$ cat src/rtl/rv32i_types.sv
// Shared core types; the cache arbiter adds its FSM state and request-source enums.
package rv32i_types;

    typedef enum logic [1:0] {
        ARB_IDLE,
        ARB_BUSY,
        ARB_DONE
    } arb_state_t;

    typedef enum logic {
        ARB_SRC_I,
        ARB_SRC_D
    } arb_src_t;

endpackage

$ cat src/rtl/cache_arbiter_if.sv
// Bundle of icache, dcache and memory line-port signals seen by cache_arbiter.
interface cache_arbiter_if #(
    parameter int unsigned ADDR_W = 32,
    parameter int unsigned LINE_W = 256
);
    logic              i_read;
    logic [ADDR_W-1:0] i_address;
    logic [LINE_W-1:0] i_rdata;
    logic              i_resp;

    logic              d_read;
    logic              d_write;
    logic [ADDR_W-1:0] d_address;
    logic [LINE_W-1:0] d_wdata;
    logic [LINE_W-1:0] d_rdata;
    logic              d_resp;

    logic              m_read;
    logic              m_write;
    logic [ADDR_W-1:0] m_address;
    logic [LINE_W-1:0] m_wdata;
    logic [LINE_W-1:0] m_rdata;
    logic              m_resp;

    // Arbiter view.
    modport slave (
        input  i_read, i_address, d_read, d_write, d_address, d_wdata, m_rdata, m_resp,
        output i_rdata, i_resp, d_rdata, d_resp, m_read, m_write, m_address, m_wdata
    );

    // Caches-plus-memory view.
    modport master (
        output i_read, i_address, d_read, d_write, d_address, d_wdata, m_rdata, m_resp,
        input  i_rdata, i_resp, d_rdata, d_resp, m_read, m_write, m_address, m_wdata
    );

endinterface

$ cat src/rtl/arb_pick.sv
// Combinational winner select; ARB_ROUND_ROBIN_EN enables tie-breaking on the last-served source.
module arb_pick
    import rv32i_types::*;
(
    input  logic     i_req_i,
    input  logic     d_req_i,
    input  arb_src_t last_i,
    output logic     any_o,
    output arb_src_t win_o
);

    assign any_o = i_req_i | d_req_i;

    always_comb begin
        win_o = ARB_SRC_D;
        if (i_req_i && !d_req_i) begin
            win_o = ARB_SRC_I;
        end
`ifdef ARB_ROUND_ROBIN_EN
        else if (i_req_i && d_req_i && (last_i == ARB_SRC_D)) begin
            win_o = ARB_SRC_I;
        end
`endif
    end

`ifndef ARB_ROUND_ROBIN_EN
    arb_src_t unused_last;
    assign unused_last = last_i;
`endif

endmodule

$ cat src/rtl/cache_arbiter.sv
// Serialises icache/dcache line misses onto one memory port. Optional macro: ARB_ROUND_ROBIN_EN.
module cache_arbiter
    import rv32i_types::*;
#(
    parameter int unsigned ADDR_W = 32,
    parameter int unsigned LINE_W = 256
) (
    input  logic            clk,
    input  logic            rst_n,
    cache_arbiter_if.slave  bus
);

    arb_state_t        state_q, state_d;
    arb_src_t          owner_q, owner_d;
    arb_src_t          last_src, win;
    logic              req_any;
    logic              rd_q, rd_d, wr_q, wr_d;
    logic [ADDR_W-1:0] addr_q, addr_d;
    logic [LINE_W-1:0] wdata_q, wdata_d;
    logic              fire, i_hit, d_hit;

    arb_pick u_pick (
        .i_req_i (bus.i_read),
        .d_req_i (bus.d_read | bus.d_write),
        .last_i  (last_src),
        .any_o   (req_any),
        .win_o   (win)
    );

`ifdef ARB_ROUND_ROBIN_EN
    arb_src_t last_q;
    always_ff @(posedge clk) begin
        if (!rst_n) begin
            last_q <= ARB_SRC_D;
        end else if ((state_q == ARB_IDLE) && req_any) begin
            last_q <= win;
        end
    end
    assign last_src = last_q;
`else
    assign last_src = ARB_SRC_D;
`endif

    always_comb begin
        state_d = state_q;
        owner_d = owner_q;
        rd_d    = rd_q;
        wr_d    = wr_q;
        addr_d  = addr_q;
        wdata_d = wdata_q;
        unique case (state_q)
            ARB_IDLE: begin
                if (req_any) begin
                    state_d = ARB_BUSY;
                    owner_d = win;
                    if (win == ARB_SRC_D) begin
                        // A write wins over an (illegal) simultaneous read.
                        wr_d    = bus.d_write;
                        rd_d    = !bus.d_write;
                        addr_d  = bus.d_address;
                        wdata_d = bus.d_wdata;
                    end else begin
                        wr_d    = 1'b0;
                        rd_d    = 1'b1;
                        addr_d  = bus.i_address;
                        wdata_d = '0;
                    end
                end
            end
            ARB_BUSY: begin
                if (bus.m_resp) begin
                    state_d = ARB_DONE;
                    rd_d    = 1'b0;
                    wr_d    = 1'b0;
                end
            end
            ARB_DONE: state_d = ARB_IDLE;
            default: begin
                state_d = ARB_IDLE;
                rd_d    = 1'b0;
                wr_d    = 1'b0;
            end
        endcase
    end

    always_ff @(posedge clk) begin
        if (!rst_n) begin
            state_q <= ARB_IDLE;
            owner_q <= ARB_SRC_D;
            rd_q    <= 1'b0;
            wr_q    <= 1'b0;
            addr_q  <= '0;
            wdata_q <= '0;
        end else begin
            state_q <= state_d;
            owner_q <= owner_d;
            rd_q    <= rd_d;
            wr_q    <= wr_d;
            addr_q  <= addr_d;
            wdata_q <= wdata_d;
        end
    end

    assign fire  = rst_n && (state_q == ARB_BUSY) && bus.m_resp;
    assign i_hit = fire && (owner_q == ARB_SRC_I);
    assign d_hit = fire && (owner_q == ARB_SRC_D);

    assign bus.i_resp    = i_hit;
    assign bus.d_resp    = d_hit;
    assign bus.i_rdata   = i_hit ? bus.m_rdata : '0;
    assign bus.d_rdata   = d_hit ? bus.m_rdata : '0;
    assign bus.m_read    = rd_q;
    assign bus.m_write   = wr_q;
    assign bus.m_address = addr_q;
    assign bus.m_wdata   = wdata_q;

`ifndef SYNTHESIS
    a_no_dual_d: assert property (@(posedge clk) disable iff (!rst_n)
        !(bus.d_read && bus.d_write))
        else $error("cache_arbiter: d_read and d_write both high");
    a_resp_in_busy: assert property (@(posedge clk) disable iff (!rst_n)
        bus.m_resp |-> (state_q == ARB_BUSY))
        else $error("cache_arbiter: m_resp outside BUSY");
`endif

endmodule

$ cat src/flat_wrapper.sv
// flat-port wrapper written by rule: the top's interface ports become plain ports
module cache_arbiter_flat import rv32i_types::*;
#(
    parameter int unsigned ADDR_W = 32,
    parameter int unsigned LINE_W = 256
)
  (clk, rst_n, bus_i_read, bus_i_address, bus_d_read, bus_d_write, bus_d_address, bus_d_wdata, bus_m_rdata, bus_m_resp, bus_i_rdata, bus_i_resp, bus_d_rdata, bus_d_resp, bus_m_read, bus_m_write, bus_m_address, bus_m_wdata);
  cache_arbiter_if #(.ADDR_W(ADDR_W), .LINE_W(LINE_W)) bus_i ();
  input  logic clk;
  input  logic rst_n;
  input wire logic [$bits(bus_i.i_read)-1:0] bus_i_read;
  input wire logic [$bits(bus_i.i_address)-1:0] bus_i_address;
  input wire logic [$bits(bus_i.d_read)-1:0] bus_d_read;
  input wire logic [$bits(bus_i.d_write)-1:0] bus_d_write;
  input wire logic [$bits(bus_i.d_address)-1:0] bus_d_address;
  input wire logic [$bits(bus_i.d_wdata)-1:0] bus_d_wdata;
  input wire logic [$bits(bus_i.m_rdata)-1:0] bus_m_rdata;
  input wire logic [$bits(bus_i.m_resp)-1:0] bus_m_resp;
  output wire logic [$bits(bus_i.i_rdata)-1:0] bus_i_rdata;
  output wire logic [$bits(bus_i.i_resp)-1:0] bus_i_resp;
  output wire logic [$bits(bus_i.d_rdata)-1:0] bus_d_rdata;
  output wire logic [$bits(bus_i.d_resp)-1:0] bus_d_resp;
  output wire logic [$bits(bus_i.m_read)-1:0] bus_m_read;
  output wire logic [$bits(bus_i.m_write)-1:0] bus_m_write;
  output wire logic [$bits(bus_i.m_address)-1:0] bus_m_address;
  output wire logic [$bits(bus_i.m_wdata)-1:0] bus_m_wdata;
  assign bus_i.i_read = bus_i_read;
  assign bus_i.i_address = bus_i_address;
  assign bus_i.d_read = bus_d_read;
  assign bus_i.d_write = bus_d_write;
  assign bus_i.d_address = bus_d_address;
  assign bus_i.d_wdata = bus_d_wdata;
  assign bus_i.m_rdata = bus_m_rdata;
  assign bus_i.m_resp = bus_m_resp;
  assign bus_i_rdata = bus_i.i_rdata;
  assign bus_i_resp = bus_i.i_resp;
  assign bus_d_rdata = bus_i.d_rdata;
  assign bus_d_resp = bus_i.d_resp;
  assign bus_m_read = bus_i.m_read;
  assign bus_m_write = bus_i.m_write;
  assign bus_m_address = bus_i.m_address;
  assign bus_m_wdata = bus_i.m_wdata;
  cache_arbiter #(.ADDR_W(ADDR_W), .LINE_W(LINE_W)) u_core (.clk(clk), .rst_n(rst_n), .bus(bus_i));
endmodule
$ cat config.mk
export PLATFORM = sky130hd
export DESIGN_NAME = cache_arbiter_flat
export DESIGN_NICKNAME = d
export VERILOG_FILES = /design/src/rtl/rv32i_types.sv /design/src/rtl/cache_arbiter_if.sv /design/src/rtl/arb_pick.sv /design/src/rtl/cache_arbiter.sv /design/src/flat_wrapper.sv
export SDC_FILE = /design/constraint.sdc
export NUM_CORES = 1
export LEC_CHECK = 0
export ABC_AREA = 1
export CAP_MARGIN = 20
export CORE_AREA = 2 2 545 547
export CTS_BUF_LIST = sky130_fd_sc_hd__clkbuf_8
export DETAILED_ROUTE_END_ITERATION = 10
export DIE_AREA = 0 0 547 549
export GPL_TIMING_DRIVEN = 1
export MAX_ROUTING_LAYER = met4
export PLACE_DENSITY_LB_ADDON = 0.2
export SLEW_MARGIN = 15
export SYNTH_ARGS = -nofsm -noshare
export SYNTH_HDL_FRONTEND = slang
export SYNTH_HIERARCHICAL = 1
export SYNTH_SLANG_ARGS = --single-unit
$ cat constraint.sdc
create_clock -name clk -period 1.8 [get_ports clk]
set_input_delay 0.36 -clock clk [delete_from_list [all_inputs] [get_ports clk]]
set_output_delay 0.36 -clock clk [all_outputs]
set_load 0.01 [all_outputs]
==> flow_summary.yaml <==
timing:
  fin_skew_ps: 53.24
  finalCritPeriodShare_pct: 160.5
  timing.slew.headroom_pct: 21.78
  slew_violations: 0
  fmaxAchievable_mhz: 346.2
  hold_violations: 0
  fin_crit_ps: 2889
  setup_violations: 831
  worst_pin_slew_ps: 1173
  grt_setup_unrepaired: "yes"
  setup_ws_ps: -1089
drt:
  wl_met1_mm: 75.06
  num_vias: 22600
  drc: 0
  wl_per_cell_um: 26.63
  top_layer_used: "met4"
  wl_met3_mm: 21.08
  drt_iter0_drc: 1235
  drt-total-wl_mm: 210.1
  drtPass1Iterations: 5
  wl_met2_mm: 107.7
  viasPerCell: 2.865
  antenna_left: 0
floorplan:
  core_region_area_um2: 295000
  dieHeight_um: 549
  rows: 200
  dieWidth_um: 547
  initial_core_util_pct: 4.919
  dieArea_um2: 300300
  pin_count: 1386
cts:
  ctsLongestPathBuffers: 3
  cts_root_buf: "clkbuf_8"
  clkTransAtPathRegs_ps: 60
  cts_inserted_buffers: 71
  htree_levels: 3
  cts_tree: "done"
  insertion_delay_ps: 750
  cts_sinks: 293
  holdBufCountCts: 0
yosys:
  syn_inst: 2273
  yosysWarningCount: 6
  syn-num-nets: 2855
  synth_area_um2: 14510
  syn-mean-instance-area_um2: 6.385
placement:
  port_buffers: 1385
  place_ws_ps: -1411
  place_congestion: 0.9170
  hpwl_mm: 183.3
grt:
  grt_pass1_vias: 23200
  grt_pass1_wl_mm: 258.0
  antenna_found_initial: 126
  grt.total_usage_pct: 13.68
  grt_max_degree: 156
  grt_overflow: 0
setup_path:
  path_max_fanout: 12
  worst_setup_path_end_kind: "output port"
  path_buf_inv: 6
  arrival_ps: 2530
  startpoint_type: "flip-flop"
  cpPeakStageDelay_ps: 320
  reg2reg_from: "u_core/state_q[1]$_SDFFE_PN0P_"
  r2r_slack_ps: 10
  cp_cell_sequence: "inv_2 > nand2_2 > nor3_4 > buf_12 > nand2_8 > buf_16 > buf_12 > nor2_2 > buf_4 > buf_4"
  worstSetupPathType: "flip-flop to output port"
  worstReg2RegEnd: "u_core/bus.m_address[24]$_SDFFE_PN0P_"
  required_ps: 1440
  slowest_stage: "dfxtp_2"
  crit_family: "buffers and inverters"
  r2r_cells: 6
min_path:
  worst_hold_startpoint: "bus_d_wdata[174]"
  hold_depth: 3
  worstHoldEndpoint: "u_core/bus.m_wdata[174]$_SDFFE_PN0P_"
  hp-class: "input pin to flip-flop"
layout:
  drive_above_1_share_pct: 23.29
  area_growth_pct: 165.3
  fin_nets: 4456
power:
  total_power_mw: 23.99
  p_leak_nw: 18.01
  ir_drop_mv: 0.4565
  power_density_nw_per_um2: 623.1
flow_run:
  maxCapViolCount: 0
run_status:
  outcome: "finished, violations left"
  violations: "negative setup slack"
[what timing repair did]
item	4_1_cts	5_1_grt
setup endpoints to repair	760	842
buffers inserted	7	4
resized for setup	469	498
pin swaps	1	4
cloned	11	5
[placed cells by master (no fill, tap or decap), drive strengths merged]
cell and n:
clkdlybuf4s50 813, bufinv 3, nand2 367, clkinvlp 3, dlymetal6s2s 103, o211ai 1
clkdlybuf4s15 25, nand4 256, inv 317, o21ai 32, clkbuf 120, clkinv 6
nor3 1, a21oi 291, dfxtp 293, nor2 516, buf 653, diode 27
nand3 3, or2 1, dlygate4sd2 121
[how the worst max path moves through the flow]
stage                                   startpoint                                    to  slack [ps]  depth (start not counted)
floorplan                              bus_d_write  u_core/bus.m_wdata[243]$_SDFFE_PN0P_         180                          9
global placement                             rst_n                      bus_i_rdata[152]       -1460                          9
detailed placement                           rst_n                      bus_i_rdata[152]       -1410                          9
CTS                 u_core/state_q[1]$_SDFFE_PN0P_                       bus_i_rdata[75]       -1350                          9
global route        u_core/state_q[1]$_SDFFE_PN0P_                      bus_d_rdata[167]       -1310                         10
finish              u_core/state_q[1]$_SDFFE_PN0P_                      bus_i_rdata[176]       -1090                         10
[routing by layer]
metal / global-route usage, % / vias to the layer above
li1: - / 10480
met1: 13.30 / 10620
met2: 24.81 / 1201
met3: 5.918 / 304
met4: 3.248 / 0
met5: - / -
[power by group]
part	switching (mW)	internal (mW)	total [mW]
logic	4.00	3.64	7.64
registers	0.338	7.06	7.39
clock network	3.87	5.09	8.96
[area by class of cell]
| class | instances | area (um2) |
|---|---|---|
| multi-input combinational | 1468 | 7043 |
| clock inverter | 31 | 255.2 |
| antenna | 27 | 67.56 |
| fill | 33980 | 256500 |
| clock buffer | 93 | 1280 |
| sequential | 293 | 5868 |
| tap | 3939 | 4928 |
| inverter | 298 | 1130 |
| timing repair buffer | 1742 | 17930 |
[state kept, by name, indices dropped and copies added, names as in the netlist]
register	count
u_core/bus.m_address	32
u_core/state_q	2
u_core/owner_q	1
u_core/bus.m_wdata	256
u_core/bus.m_write	1
u_core/bus.m_read	1
[worst min-delay path: cells and delay by family]
family / cells / cell delay, ps
compound gates: 1 / 50
buf+inv: 1 / 390
simple gates: 1 / 90
[stage by stage]
step | hold WS (ps) | cells | setup TNS [ps] | utilization, % | area (um2)
final | 193.2 | 7891 | -486160 | 13.05 | 38500
after global routing | 99.29 | 7886 | -632320 | 13.05 | 38490
after CTS | 48.25 | 7855 | -676400 | 12.92 | 38110
after detailed placement | 453.6 | 7713 | -773940 | 12.29 | 36260
after global placement | 450.3 | 7713 | -779550 | 12.29 | 36260
after floorplan | 458.6 | 2273 | 0 | - | 14510
(Power assumes the default switching activity.)
